`config.mk`:
```
export PLATFORM = sky130hd
export DESIGN_NAME = alu_arbiter
export DESIGN_NICKNAME = d
export VERILOG_FILES = /design/src/rtl/alu_types.sv /design/src/rtl/alu.sv /design/src/rtl/alu_arbiter.sv
export SDC_FILE = /design/constraint.sdc
export NUM_CORES = 1
export LEC_CHECK = 0
export ABC_AREA = 1
export CORE_MARGIN = 10
export CORE_UTILIZATION = 50
export CTS_CLUSTER_SIZE = 30
export DETAILED_ROUTE_END_ITERATION = 6
export PLACE_DENSITY = 0.73
export SLEW_MARGIN = 20
export SYNTH_ARGS = -nofsm -noshare
export SYNTH_HDL_FRONTEND = slang
export SYNTH_SLANG_ARGS = --single-unit
```
`constraint.sdc`:
```
create_clock -name clk -period 3.94 [get_ports clk]
set_input_delay 0.591 -clock clk [delete_from_list [all_inputs] [get_ports clk]]
set_output_delay 0.591 -clock clk [all_outputs]
set_load 0.05 [all_outputs]
```
`src/rtl/alu_types.sv`:
```
// Shared ALU types.
//   alu_control_t      : ALU operation encoding (4 bits; unlisted codes yield result 0)
//   alu_control_name() : short mnemonic for an operation, packed ASCII
//   arb_state_t        : alu_arbiter FSM states
package alu_types;

    typedef enum logic [3:0] {
        ALU_AND = 4'h0,
        ALU_OR  = 4'h1,
        ALU_ADD = 4'h2,
        ALU_XOR = 4'h3,
        ALU_SLL = 4'h4,
        ALU_SRL = 4'h5,
        ALU_SUB = 4'h6,
        ALU_SLT = 4'h7
    } alu_control_t;

    typedef enum logic [1:0] {
        S_IDLE,
        S_EXEC,
        S_RESP
    } arb_state_t;

    function automatic logic [23:0] alu_control_name(input alu_control_t c);
        case (c)
            ALU_AND: return "AND";
            ALU_OR:  return "OR ";
            ALU_ADD: return "ADD";
            ALU_XOR: return "XOR";
            ALU_SLL: return "SLL";
            ALU_SRL: return "SRL";
            ALU_SUB: return "SUB";
            ALU_SLT: return "SLT";
            default: return "???";
        endcase
    endfunction

endpackage

```
`src/rtl/alu.sv`:
```
// Combinational ALU.
//   a, b     : operands
//   control  : operation
//   result   : operation result (0 for unlisted control codes)
//   overflow : signed overflow, ADD/SUB only
//   zero     : result == 0
//   equal    : a == b
module alu
    import alu_types::*;
#(
    parameter int N = 32
) (
    input  logic [N-1:0]  a,
    input  logic [N-1:0]  b,
    input  alu_control_t  control,
    output logic [N-1:0]  result,
    output logic          overflow,
    output logic          zero,
    output logic          equal
);
    localparam int SW = $clog2(N);

    logic [N-1:0] sum;
    logic [N-1:0] diff;

    assign sum  = a + b;
    assign diff = a - b;

    always_comb begin
        result   = '0;
        overflow = 1'b0;
        case (control)
            ALU_AND: result = a & b;
            ALU_OR:  result = a | b;
            ALU_XOR: result = a ^ b;
            ALU_SLL: result = a << b[SW-1:0];
            ALU_SRL: result = a >> b[SW-1:0];
            // Signed overflow: operands agree in sign (ADD) or differ (SUB)
            // and the result sign departs from a.
            ALU_ADD: begin
                result   = sum;
                overflow = (a[N-1] == b[N-1]) && (sum[N-1] != a[N-1]);
            end
            ALU_SUB: begin
                result   = diff;
                overflow = (a[N-1] != b[N-1]) && (diff[N-1] != a[N-1]);
            end
            ALU_SLT: result = {{(N-1){1'b0}}, ($signed(a) < $signed(b))};
            default: result = '0;
        endcase
    end

    assign zero  = (result == '0);
    assign equal = (a == b);

endmodule

```
`src/rtl/alu_arbiter.sv`:
```
// Round-robin arbiter sharing one ALU between two requesters, one
// transaction in flight, valid/ready on both request and response sides.
//   clk, rst            : clock, async active-high reset
//   req_valid/req_ready : per-requester request handshake (ready is combinational)
//   req_a/req_b/req_control : per-requester operation payload
//   resp_valid/resp_ready   : per-requester response handshake
//   resp_result, resp_overflow, resp_zero, resp_equal : registered ALU outputs
module alu_arbiter
    import alu_types::*;
#(
    parameter int N = 32
) (
    input  logic                  clk,
    input  logic                  rst,
    input  logic [1:0]            req_valid,
    output logic [1:0]            req_ready,
    input  logic [1:0][N-1:0]     req_a,
    input  logic [1:0][N-1:0]     req_b,
    input  alu_control_t [1:0]    req_control,
    output logic [1:0]            resp_valid,
    input  logic [1:0]            resp_ready,
    output logic [N-1:0]          resp_result,
    output logic                  resp_overflow,
    output logic                  resp_zero,
    output logic                  resp_equal
);
    arb_state_t   state;
    logic         grant;
    logic         last_grant;
    logic [N-1:0] op_a;
    logic [N-1:0] op_b;
    alu_control_t op_ctl;
    logic         pick;

    logic [N-1:0] alu_result;
    logic         alu_overflow;
    logic         alu_zero;
    logic         alu_equal;

    // Lone requester wins outright; on contention, the one not served last.
    always_comb begin
        pick = req_valid[1];
        if (req_valid == 2'b11) pick = ~last_grant;
    end

    // Masked by rst so nothing looks accepted while reset is held.
    assign req_ready = (state == S_IDLE && !rst && req_valid[pick])
                     ? (pick ? 2'b10 : 2'b01) : 2'b00;

    alu #(.N(N)) u_alu (
        .a        (op_a),
        .b        (op_b),
        .control  (op_ctl),
        .result   (alu_result),
        .overflow (alu_overflow),
        .zero     (alu_zero),
        .equal    (alu_equal)
    );

    always_ff @(posedge clk or posedge rst) begin
        if (rst) begin
            state         <= S_IDLE;
            grant         <= 1'b0;
            last_grant    <= 1'b1;
            op_a          <= '0;
            op_b          <= '0;
            op_ctl        <= ALU_AND;
            resp_valid    <= 2'b00;
            resp_result   <= '0;
            resp_overflow <= 1'b0;
            resp_zero     <= 1'b0;
            resp_equal    <= 1'b0;
        end else begin
            case (state)
                S_IDLE: begin
                    if (req_valid[pick]) begin
                        op_a   <= req_a[pick];
                        op_b   <= req_b[pick];
                        op_ctl <= req_control[pick];
                        grant  <= pick;
                        state  <= S_EXEC;
                    end
                end
                S_EXEC: begin
                    resp_result   <= alu_result;
                    resp_overflow <= alu_overflow;
                    resp_zero     <= alu_zero;
                    resp_equal    <= alu_equal;
                    resp_valid    <= grant ? 2'b10 : 2'b01;
                    state         <= S_RESP;
                end
                S_RESP: begin
                    // Only the granted requester's ready retires the response.
                    if (resp_ready[grant]) begin
                        resp_valid <= 2'b00;
                        last_grant <= grant;
                        state      <= S_IDLE;
                    end
                end
                default: state <= S_IDLE;
            endcase
        end
    end

endmodule

```
Yosys cells after proc, flatten, opt, wreduce, memory -nomap -nowiden
Index checks and enable logic that the tools add are counted.

operators by class
  $add $sub $neg = 2
  multiply operators = 0
  div/mod/pow operators = 0
  magnitude comparators = 3
  equality and inequality tests = 17
  shifts and indexed selects = 2
  muxes and demuxes = 20
  bitwise logic cells = 4
  reduce and logical (&&, ||, !) cells = 13

operator list
  kind                  number
  $pmux W32 S8          1
  $mux W32              4
  $add A32 B32 Y32      1
  $and A32 B32 Y32      1
  $eq A32 B32 Y1        1
  $logic_not A32 Y1     1
  $lt A32 B32 Y1        1
  $or A32 B32 Y32       1
  $shl A32 B5 Y32       1
  $shr A32 B5 Y32       1
  $sub A32 B32 Y32      1
  $xor A32 B32 Y32      1
  $eq A4 B3 Y1 const B  4
  $mux W2               5
  $eq A4 B2 Y1 const B  2
  $mux W4               2
  $reduce_and A2 Y1     4
  $pmux W2 S3           1
  $mux W1               5
  $eq A2 B2 Y1 const B  2
  $eq A4 B1 Y1 const B  1
  $logic_and A1 B1 Y1   4
  $logic_not A4 Y1      1
  $lt A1 B2 Y1 const B  2
  other kinds (11)      13

word-level totals
  register bits = 109
  bits in latches = 0
  bits in writable memories = 0
  memory bits (read-only) = 0
  input bits = 142
  output and inout bits = 39
  memories = 0

Longest topological paths before layout
  depth in word-level cells = 6
  depth in mapped cells = 25
  mapped depth without buffers = 21

Hierarchy
A second synthesis with hierarchy kept.

unflattened totals
  cell total of the unflattened synthesis = 2,813
  area, all modules = 15,711.3 um2

modules (own cells, without submodules)
  module       times used  cells each  area an instance (um2)
  alu          1           2,116       10,368.7
  alu_arbiter  1           697         5,342.6

Worst setup path after synthesis
No wires, ideal clock.

  path type = in2out
  start point = in req_valid[0]
  end point = out req_ready[0]
  arrival = 2.124 ns
  path slack = 1.225 ns
  stages on the path = 5
  path buffers = 1
  cells stage by stage = nand2_1 > nand2_1 > inv_1 > clkbuf_1 > nor3_1

between the ends
  cells in the longest elaborated chain, start to end = 6
  elaborated cells between the ends (all ways) = 7
  classes of those cells = 1 x eq/ne; 5 x mux; 1 x reduce/logical

RTL lines
  item                                         line               text
  start, declared                              alu_arbiter.sv:15  input logic [1:0] req_valid,
  $eq A2 B2 Y1                                 alu_arbiter.sv:43  if (req_valid == 2'b11) pick = ~last_grant;
  $mux W1                                      alu_arbiter.sv:43
  $mux W1 (implied by the code) (2 in series)  alu_arbiter.sv:47  assign req_ready = (state == S_IDLE && !rst && req_valid[pick])
  $logic_and A1 B1 Y1                          alu_arbiter.sv:47
  $mux W2 (*)                                  alu_arbiter.sv:48  ? (pick ? 2'b10 : 2'b01) : 2'b00;
  end, declared                                alu_arbiter.sv:16  output logic [1:0] req_ready,

Every way passes the cells marked *; elsewhere a longest branch is shown, timed or not. The select of a mux whose other input is x is not followed.

Worst setup path in the final report
  start point = reg op_a[27]
  end point = reg resp_zero

between the ends
  cells in the longest elaborated chain, start to end = 3
  elaborated cells between the ends (all ways) = 10
  classes of those cells = 2 x add/sub; 1 x order compare; 2 x shift; 1 x mux; 3 x bitwise; 1 x reduce/logical

RTL lines
  item                                            line               text
  start, declared                                 alu_arbiter.sv:30  logic [N-1:0] op_a;
  start signal, assigned                          alu_arbiter.sv:77  op_a <= req_a[pick];
  $sub A32 B32 Y32, or another cell as far along  alu.sv:27          assign diff = a - b;
  $pmux W32 S8 (*)                                alu.sv:32          case (control)
  $logic_not A32 Y1 (*)                           alu.sv:53          assign zero = (result == '0);
  end signal, assigned                            alu_arbiter.sv:87  resp_zero <= alu_zero;
  end, declared                                   alu_arbiter.sv:24  output logic resp_zero,

Every way passes the cells marked *; elsewhere a longest branch is shown, timed or not.
A chain may end at the register's enable or synchronous reset.

==> qor.csv <==
stage;metric;value;unit
logic_synthesis;Main synth FF type;dfrtp_1;
sta;Final setup viols;0;
logic_synthesis;Synth Register Bits;109;
grt;first-pass GRT wire length;109000;um
finish;final net count;2775;
sta;worst slew pin tran;945;ps
sta;Final TNS setup;0;ps
hold_path;min-delay src;grant$_DFFE_PP0P_;
drt;total number of vias;18500;
placement;DP Worst Slack;542;ps
grt;largest net degree at the start of global routing;69;
setup_path;Crit path top cell by count;nand2_1;
drt;wire per inst;25.8;um
clock_network;Num CTS Buffers;9;
clock_network;Post-CTS Hold Fix Bufs;0;
status;failing checks;DRC;
setup_path;critical path type;reg -> reg;
sta;fin crit period;3670;ps
clock_network;total clock sinks;109;
logic_synthesis;synthesized area per cell;5.91;sq um
floorplan;IO Pins;181;
placement;hpwl dp;60000;um
finish;post-layout util;0.593;
run;Max Cap Viol;0;
logic_synthesis;syn_nets;2653;
sta;final setup margin;273;ps
finish;commonest non-fill, non-tap cell in the layout;nand2_1;
grt;Total GRT Usage;0.404;
grt;vias in the first global route;17400;
clock_network;CTS root buf;clkbuf_16;
floorplan;die width;189;um
clock_network;Worst-Skew Late Latency;390;ps
drt;First DRT Iteration DRCs;3122;
logic_synthesis;synth warn;0;
grt;antenna violations before repair;0;
sta;max-slew violation count;0;
setup_path;cell family with most CP delay;simple AND/OR/NAND/NOR gates;
sta;maximum clock rate;273;MHz
sta;final hold violation count;0;
setup_path;Reg2Reg Setup Slack;270;ps
setup_path;Critical Path Start;op_a[27]$_DFFE_PP0P_;
sta;Tcrit/Tclk final;0.931;
sta;RSZ-0062 raised after global routing;false;
setup_path;crit path DAT;3980;ps
setup_path;CP peak stage delay;590;ps
logic_synthesis;Seq/Total Area, Yosys;0.192;
finish;fraction of layout cells with a size suffix above 1;0.0623;
logic_synthesis;mapped cell area;0.0142;sq mm
floorplan;Core Footprint;0.0279;sq mm
drt;DR DRC count;41;
floorplan;Starting Density;0.510;
hold_path;Hold Crit Class;reg -> reg;
setup_path;Crit Path Max Fanout;6;
logic_synthesis;cells after synthesis;2409;
clock_network;Reg clk slew, reported paths;80;ps
setup_path;Worst R2R Start;op_a[27]$_DFFE_PP0P_;
drt;Routed Wire Length;75200;um
drt;post-detailed-route count of antenna-violating nets;0;
setup_path;Crit-path slowest cell;ha_1;
finish;Area Overhead vs Synth;16.3;%
clock_network;post-CTS resize count;0;
placement;count of input and output buffers;180;
setup_path;startpoint types;flop;
status;outcome;finished, violations left;
floorplan;row cnt;61;
setup_path;crit-path cells;inv_1 > ha_1 > inv_1 > buf_4 > a21oi_1 > nand2_1 > nand2_1 > nand2_1 > a21oi_1 > nand3_1 > nand3_1 > nand3_1 > nor2_1 > nand4_1 > nor2_1 > nand2_1 > nand2_1;
floorplan;die footprint;0.0356;sq mm
clock_network;post-CTS setup repair buffer count;0;
setup_path;crit end category;flop;
clock_network;CTS tree;yes;
sta;Max-slew headroom;0.369;
setup_path;buffer and inverter count on the worst path;3;
finish;commonest non-fill, non-tap cells in the layout;574 x nand2_1, 427 x nand3_1, 335 x nor2_1;
logic_synthesis;Synth cell types;53;
clock_network;H-tree depth;3;
grt;total gr overflow;0;
drt;First-pass DRT Iterations;7;
logic_synthesis;asr flop ratio synth;1.00;
drt;vias per cell;6.34;
setup_path;Critical Path RT;4260;ps
logic_synthesis;number of flops mapped to enable cells by yosys;0;
clock_network;CTS Buffer Depth;2;
placement;GPL Wtd Cong;1.17;
floorplan;die height;189;um
sta;Setup Skew;23.2;ps
cell families (layout without fill, tap and decap cells):
group	count (synthesis)	after routing	synth area share
buffers and inverters	368	495	0.117
and+or+nand+nor	1457	1457	0.452
AOI/OAI and AO/OA	371	371	0.147
DFF	109	109	0.192
other	0	1	0
adders and majority gates	102	102	0.0906
xor gates and xnor gates	2	2	0.00123
flip-flops by register name, summed over array words and instances (netlist names):
signal / count
grant: 1
last_grant: 1
op_a: 32
op_b: 32
op_ctl: 4
resp_equal: 1
resp_overflow: 1
resp_result: 32
resp_valid: 2
resp_zero: 1
state: 2
cell type report:
class,instances,area (sq um)
flip-flops and latches,109,2730
multi-input cells,1932,9850
inverters,240,912
clock inverters,4,53.8
well taps,378,473
fillers,2799,11400
diodes,1,2.50
clock buffers,12,256
repair buffers,239,2290
metrics by stage:
| stage | instance area, sq um | cells | hold slack (ps) |
|---|---|---|---|
| 2_1_floorplan | 14200 | 2409 | 440 |
| 3_3_place_gp | 16300 | 2898 | 460 |
| 3_5_place_dp | 16300 | 2898 | 464 |
| 4_1_cts | 16600 | 2914 | 479 |
| 5_1_grt | 16600 | 2914 | 501 |
| 6_report | 16600 | 2915 | 479 |
path summary, 6_finish.rpt:
kind,to,depth (start not counted)
max,resp_zero$_DFFE_PP0P_,17
min,resp_valid[0]$_DFFE_PP0P_,1
max reg2reg,resp_zero$_DFFE_PP0P_,17
min reg2reg,resp_valid[0]$_DFFE_PP0P_,1
max in group asynchronous,op_b[2]$_DFFE_PP0P_,3
min in group asynchronous,op_b[13]$_DFFE_PP0P_,2
synthesized netlist by cell type, types with 5 or more instances:
cell / instances / area [sq um]
buf_6: 15 / 169
o21ai_1: 12 / 60.1
nor2_2: 10 / 62.6
nand2_2: 14 / 87.6
nand3_1: 427 / 2140
o22ai_1: 80 / 500
a211oi_1: 7 / 52.6
nor2_1: 335 / 1260
o211ai_1: 14 / 105
dfrtp_1: 108 / 2700
o21bai_1: 13 / 97.6
buf_4: 14 / 105
nand2_1: 575 / 2160
o21ai_0: 135 / 676
ha_1: 100 / 1250
nand2_4: 18 / 203
buf_2: 42 / 210
a21oi_1: 84 / 420
nand4_1: 26 / 163
inv_1: 229 / 860
nand3_2: 15 / 150
nor3_1: 20 / 100
a31oi_1: 12 / 75.1
inv_2: 8 / 30.0
clkbuf_1: 50 / 188
o21a_1: 5 / 37.5
routing by layer:
layer	wire length (um)	vias to the layer above	GRT usage	part of all wire
met1	26500	8417	0.466	0.35
met5	0	-	0	0
met3	10700	388	0.153	0.14
li1	-	8227	-	-
met4	6180	0	0.267	0.082
met2	31800	1454	0.616	0.42
Power is left out: the tool's default activity adds up to more than one toggle a clock period on the data nets, which glitch-free logic cannot reach.
